**src/rtl/aa_fir_8tap.sv**
```systemverilog
// rtl/aa_fir_8tap.sv - 8-tap symmetric anti-aliasing FIR (unity DC gain, 3-cycle pipeline, valid tag)
// Define AA_FIR_SAT_EN to clamp the output to [-128,127]; otherwise the output wraps.
module aa_fir_8tap #(
  parameter int WIDTH = 8
) (
  input  logic             clk,
  input  logic             reset,
  input  logic             x_valid,
  input  logic [WIDTH-1:0] x,
  output logic             y_valid,
  output logic [WIDTH-1:0] y
);

  logic [7:0][WIDTH-1:0] d;
  logic signed [WIDTH:0] p0, p1, p2, p3;
  logic signed [15:0]    acc;
  logic signed [15:0]    acc_next;
  logic signed [15:0]    rnd;
  logic signed [8:0]     r;
  logic [WIDTH-1:0]      y_next;
  logic                  v_d, v_p, v_a;
  logic                  unused_bits;

  function automatic logic signed [15:0] sx(input logic signed [WIDTH:0] v);
    return 16'(v);
  endfunction

  // Delay line only advances on accepted samples, so input gaps leave the history intact.
  always_ff @(posedge clk or posedge reset) begin
    if (reset) begin
      d <= '0;
    end else if (x_valid) begin
      d <= {d[6:0], x};
    end
  end

  always_ff @(posedge clk or posedge reset) begin
    if (reset) begin
      p0 <= '0;
      p1 <= '0;
      p2 <= '0;
      p3 <= '0;
    end else begin
      p0 <= {d[0][WIDTH-1], d[0]} + {d[7][WIDTH-1], d[7]};
      p1 <= {d[1][WIDTH-1], d[1]} + {d[6][WIDTH-1], d[6]};
      p2 <= {d[2][WIDTH-1], d[2]} + {d[5][WIDTH-1], d[5]};
      p3 <= {d[3][WIDTH-1], d[3]} + {d[4][WIDTH-1], d[4]};
    end
  end

  // -2*p0 + 18*p2 + 48*p3 as shift-adds; the p1 tap has a zero coefficient.
  always_comb begin
    acc_next = (sx(p2) <<< 4) + (sx(p2) <<< 1)
             + (sx(p3) <<< 5) + (sx(p3) <<< 4)
             - (sx(p0) <<< 1);
  end

  always_ff @(posedge clk or posedge reset) begin
    if (reset) begin
      acc <= '0;
    end else begin
      acc <= acc_next;
    end
  end

  // Adding half an LSB before the arithmetic shift rounds half toward +inf.
  always_comb begin
    rnd = acc + 16'sd64;
    r   = rnd[15:7];
  end

`ifdef AA_FIR_SAT_EN
  always_comb begin
    if (r > 9'sd127) begin
      y_next = 8'h7f;
    end else if (r < -9'sd128) begin
      y_next = 8'h80;
    end else begin
      y_next = r[WIDTH-1:0];
    end
  end
  assign unused_bits = ^{rnd[6:0], p1};
`else
  always_comb begin
    y_next = r[WIDTH-1:0];
  end
  assign unused_bits = ^{rnd[6:0], r[8], p1};
`endif

  always_ff @(posedge clk or posedge reset) begin
    if (reset) begin
      v_d     <= 1'b0;
      v_p     <= 1'b0;
      v_a     <= 1'b0;
      y_valid <= 1'b0;
      y       <= '0;
    end else begin
      v_d     <= x_valid;
      v_p     <= v_d;
      v_a     <= v_p;
      y_valid <= v_a;
      if (v_a) begin
        y <= y_next;
      end
    end
  end

endmodule

```
**config.mk**
```make
export PLATFORM = sky130hd
export DESIGN_NAME = aa_fir_8tap
export DESIGN_NICKNAME = d
export VERILOG_FILES = /design/src/rtl/aa_fir_8tap.sv
export SDC_FILE = /design/constraint.sdc
export NUM_CORES = 1
export LEC_CHECK = 0
export ABC_AREA = 1
export CORE_MARGIN = 4
export CORE_UTILIZATION = 56
export DETAILED_ROUTE_END_ITERATION = 8
export PLACE_DENSITY = 0.75
export SLEW_MARGIN = 20
export SYNTH_ARGS = -nofsm -noshare
export SYNTH_HDL_FRONTEND = slang
export SYNTH_SLANG_ARGS = --single-unit
export TNS_END_PERCENT = 100
```
**constraint.sdc**
```tcl
create_clock -name clk -period 3.6 [get_ports clk]
set_input_delay 0.54 -clock clk [delete_from_list [all_inputs] [get_ports clk]]
set_output_delay 0.54 -clock clk [all_outputs]
set_load 0.05 [all_outputs]
```
Word-level counts from Yosys, hierarchy flattened

Cells that the tools add are included.
Widths: inputs -> output; s select.

Reduce and logical (&&, ||, !) cells: 0
Add/sub/neg operators: 8
Eq/ne operators: 0
Bitwise operators: 0
Shift-type cells: 0
Multiplexer cells: 0
Divide/modulo/power cells: 0
Order comparisons: 0
$mul: 0

Operators with widths:

| cell                  | number |
|---|---|
| $add 8x8->9           | 3 |
| $add 14x14->15        | 1 |
| $add 15x13->15        | 1 |
| $add 15x8->15 const B | 1 |
| $sub 15x10->15        | 1 |
| $add 13x10->14        | 1 |

Register bits after elaboration: 118
Output and inout port bits: 9
Input bits: 11
Latch bits: 0
RAM bits: 0
Memories: 0
Bits in read-only memories: 0

Logic depth before layout (Yosys ltp)

Depth after elaboration: 4
Mapped depth: 17

Least setup slack after synthesis

OpenSTA, ideal clock, no wires.

Path kind: flip-flop to flip-flop
Start point: reg p0[8]
End point: reg acc[14]
Required time: 3484 ps
Clock period less this slack: 3034 ps
Stages on the path, launching flop included: 14
Buffers on the path: 0
Setup slack: 566 ps
Data arrival time: 2918 ps
Path through: dfrtp_1 -> inv_1 -> fa_1 -> fa_1 -> inv_1 -> fa_1 -> inv_1 -> ha_1 -> a21oi_1 -> nand2_1 -> nand2_1 -> nand3_2 -> nand2_1 -> nand2_1

Cells in the longest elaborated chain, start to end: 1

RTL lines:

| what                   | RTL line | text |
|---|---|---|
| start, declared        | 15       | `logic signed [WIDTH:0] p0, p1, p2, p3;` |
| start signal, assigned | 44       | `p0 <= {d[0][WIDTH-1], d[0]} + {d[7][WIDTH-1], d[7]};` |
| $sub 15x10->15         | 55       | `- (sx(p0) <<< 1);` |
| named net acc_next[14] | 17       | `logic signed [15:0] acc_next;` |
| end signal, assigned   | 62       | `acc <= acc_next;` |
| end, declared          | 16       | `logic signed [15:0] acc;` |

The timed path passes the listed nets, and every way through them passes these cells.
A chain may end at the register's enable or synchronous reset.

Worst setup path after layout

Same ends and word-level chain as after synthesis.

==> metrics.md <==
| Metric | Value |
|---|---|
| Outcome | `complete, no violations` |
| Post-synth EDFFs | `0` |
| Final period util | `89.82%` |
| Worst Tran Pin Value | `0.8475 ns` |
| Largest net degree at the start of global routing | `102` |
| Mapped cell area | `6208 µm²` |
| Vias | `4,246` |
| Overall Global Routing Usage | `19.17%` |
| DRT Wirelength | `11.00 mm` |
| Mux share of post-synthesis cell area | `1.088%` |
| Sequential fraction of the synthesis area | `45.14%` |
| Final Hold Vio Count | `0` |
| Fin area | `6728 µm²` |
| WL/cell | `13.08 µm` |
| Die footprint | `12,830 µm²` |
| Adder-cell area share of the yosys netlist | `18.18%` |
| Compound-Gate Fraction of Synth Area | `8.646%` |
| Unrepaired setup endpoints after global routing | `no` |
| Initial Util | `57.27%` |
| Layout Nets | `781` |
| CTS H-Tree Depth | `3` |
| Aggregate global routing overflow | `0` |
| Clock root cell | `clkbuf_8` |
| TritonCTS Buffers | `9` |
| Net count after synthesis | `761` |
| Final Skew | `0.01031 ns` |
| Pre-Repair DR Iteration Count | `4` |
| Hold buffer count at cts | `0` |
| RePlAce Congestion | `0.8627` |
| Post-route insts no fill | `841` |
| Yosys reg bits | `112` |
| Largest family of logic cells by synthesized area | `adder cells` |
| Die Y | `113.3 µm` |
| CP startpoint kind | `register` |
| ANT cells | `0` |
| Core area | `10,840 µm²` |
| First-pass GRT wire length | `19.79 mm` |
| Residual DRC count | `0` |
| Cell variety after synth | `30` |
| Final setup fails | `0` |
| Max Freq | `309.3 MHz` |
| Post-route setup TNS | `0 ns` |
| Top FF cell, synth | `dfrtp_1` |
| Fill count | `918` |
| Post-synth ARST share | `100.0%` |
| Inst Count DP | `825` |
| Post-synthesis simple-gate area fraction | `15.28%` |
| Crit path arrival time | `3.51 ns` |
| Final min period | `3.233 ns` |
| Post-route ant nets | `0` |
| Via/cell ratio | `5.049` |
| Slew margin rel. | `43.50%` |
| CP Capture Type | `register` |
| Synthesized area per cell | `9.184 µm²` |
| Hold Crit Class | `register to register` |
| Clk Latency, worst-skew pair | `0.37 ns` |
| Io pins | `20` |
| WP data required | `3.88 ns` |
| Total number of yosys warnings | `0` |
| Clock buffer depth | `2` |
| CTS tree | `built` |
| Maxcap violations | `0` |
| Initial drt markers | `296` |
| Layout area overhead | `8.364%` |
| Ratio of cells with drive above 1 in the final layout | `6.419%` |
| Row count | `38` |
| Dpl hpwl | `8.546 mm` |
| Cells after Synth | `676` |
| Vias in the first global route | `4,401` |
| Worst Path Max Fanout | `4` |
| Die W | `113.3 µm` |
| Resize count post-CTS | `0` |
| # clock sinks | `112` |
| Placed cell areas | `6530 µm²` |
| Postcts setup bufs | `0` |
| CTS clk-pin slew, worst paths | `0.10 ns` |
| Critical path type | `register to register` |
| Initial antenna violation count | `0` |
| Port Buffers | `19` |
| XOR/XNOR share of the synthesized area | `3.104%` |
| Final-report max-slew violation count | `0` |
cell usage after synthesis (2+ instances only):
master | count | area, µm²
o21bai_1 | 4 | 30.03
ha_1 | 47 | 588.1
nand2_2 | 8 | 50.05
mux2_2 | 6 | 67.56
o21ai_0 | 40 | 200.2
a21oi_1 | 42 | 210.2
nand3_1 | 24 | 120.1
buf_4 | 3 | 22.52
buf_2 | 8 | 40.04
nand4_1 | 7 | 43.79
o21ai_2 | 2 | 17.52
nor2_1 | 48 | 180.2
clkbuf_1 | 3 | 11.26
xor2_1 | 17 | 148.9
nand2_1 | 133 | 499.2
nor3_1 | 5 | 25.02
xnor2_1 | 5 | 43.79
o211ai_2 | 3 | 37.54
dfrtp_1 | 112 | 2803
a21o_1 | 2 | 15.01
fa_1 | 27 | 540.5
a31oi_1 | 2 | 12.51
inv_1 | 120 | 450.4
nor2_2 | 2 | 12.51
worst paths after layout:
path,end,startpoint,cells after the start,slack (ns)
worst max-delay path,acc[14],p0[8],13,0.37
worst min-delay path,v_p,v_d,0,0.36
worst max register to register,acc[14],p0[8],13,0.37
worst min register to register,v_p,v_d,0,0.36
max in group asynchronous,d[9],reset,3,2.13
min in group asynchronous,p3[0],reset,2,0.68
per-stage QoR:
stage | setup WS, ns | util (%) | hold WS, ns
6_report | 0.3666 | 62.06 | 0.3581
4_1_cts | 0.3377 | 62.06 | 0.3572
5_1_grt | 0.08103 | 62.06 | 0.3653
3_5_place_dp | 0.3865 | 60.24 | 0.3347
3_3_place_gp | 0.4749 | 60.24 | 0.3338
2_1_floorplan | 0.1010 | - | 0.3312
layout by cell type (no fill, tap or decap), drive strengths merged, types with 2 or more instances in the layout:
cell             n
a21o             2
a21oi           43
a31oi            2
buf              5
clkbuf          11
clkdlybuf4s50   18
clkinv           4
dfrtp          112
fa              27
ha              47
inv            121
mux2             6
nand2          141
nand3           25
nand4            7
nor2            50
nor3             5
o211ai           3
o21ai           43
o21bai           4
xnor2            5
xor2            17
state kept, by name, summed over array words and instances, names as in the netlist:
register and cells:
d 64, acc 9, p2 9, p3 9, y 8, v_a 1
v_p 1, v_d 1, y_valid 1, p0 9
logic make-up after synthesis:
family | count (synthesis)
buffers and inverters | 136
adders and majority gates | 74
DFF | 112
xor gates and xnor gates | 22
muxes | 6
AOI/OAI and AO/OA | 97
and+or+nand+nor | 229
metal layers:
layer  track usage (%)  up-vias  wire (µm)
met5                 0        -          0
met1             23.31     2015       4775
met2             33.33       56       5686
li1                  -     2149          -
met3             3.797       26        298
met4             8.013        0        244
worst max-delay path, stage by stage, from the launching register on:
cell and delay [ns]:
dfrtp_1 0.41, inv_1 0.20, fa_1 0.45, fa_1 0.52, inv_1 0.05, fa_1 0.49
inv_1 0.04, ha_1 0.35, a21oi_1 0.22, nand2_1 0.10, nand2_1 0.08, nand3_2 0.10
nand2_1 0.08, nand2_1 0.05
final cells by class:
cell class	instances	area (µm²)	area share, %
flip-flops and latches	112	2803	41.66
clock inverters	5	56.30	0.8369
repair buffers	23	217.7	3.236
inverters	122	460.4	6.844
well taps	140	175.2	2.604
multi-input cells	428	2874	42.72
clock buffers	11	141.4	2.102
Power is left out: the tool's default activity adds up to more than one toggle a clock period on the data nets, which glitch-free logic cannot reach.
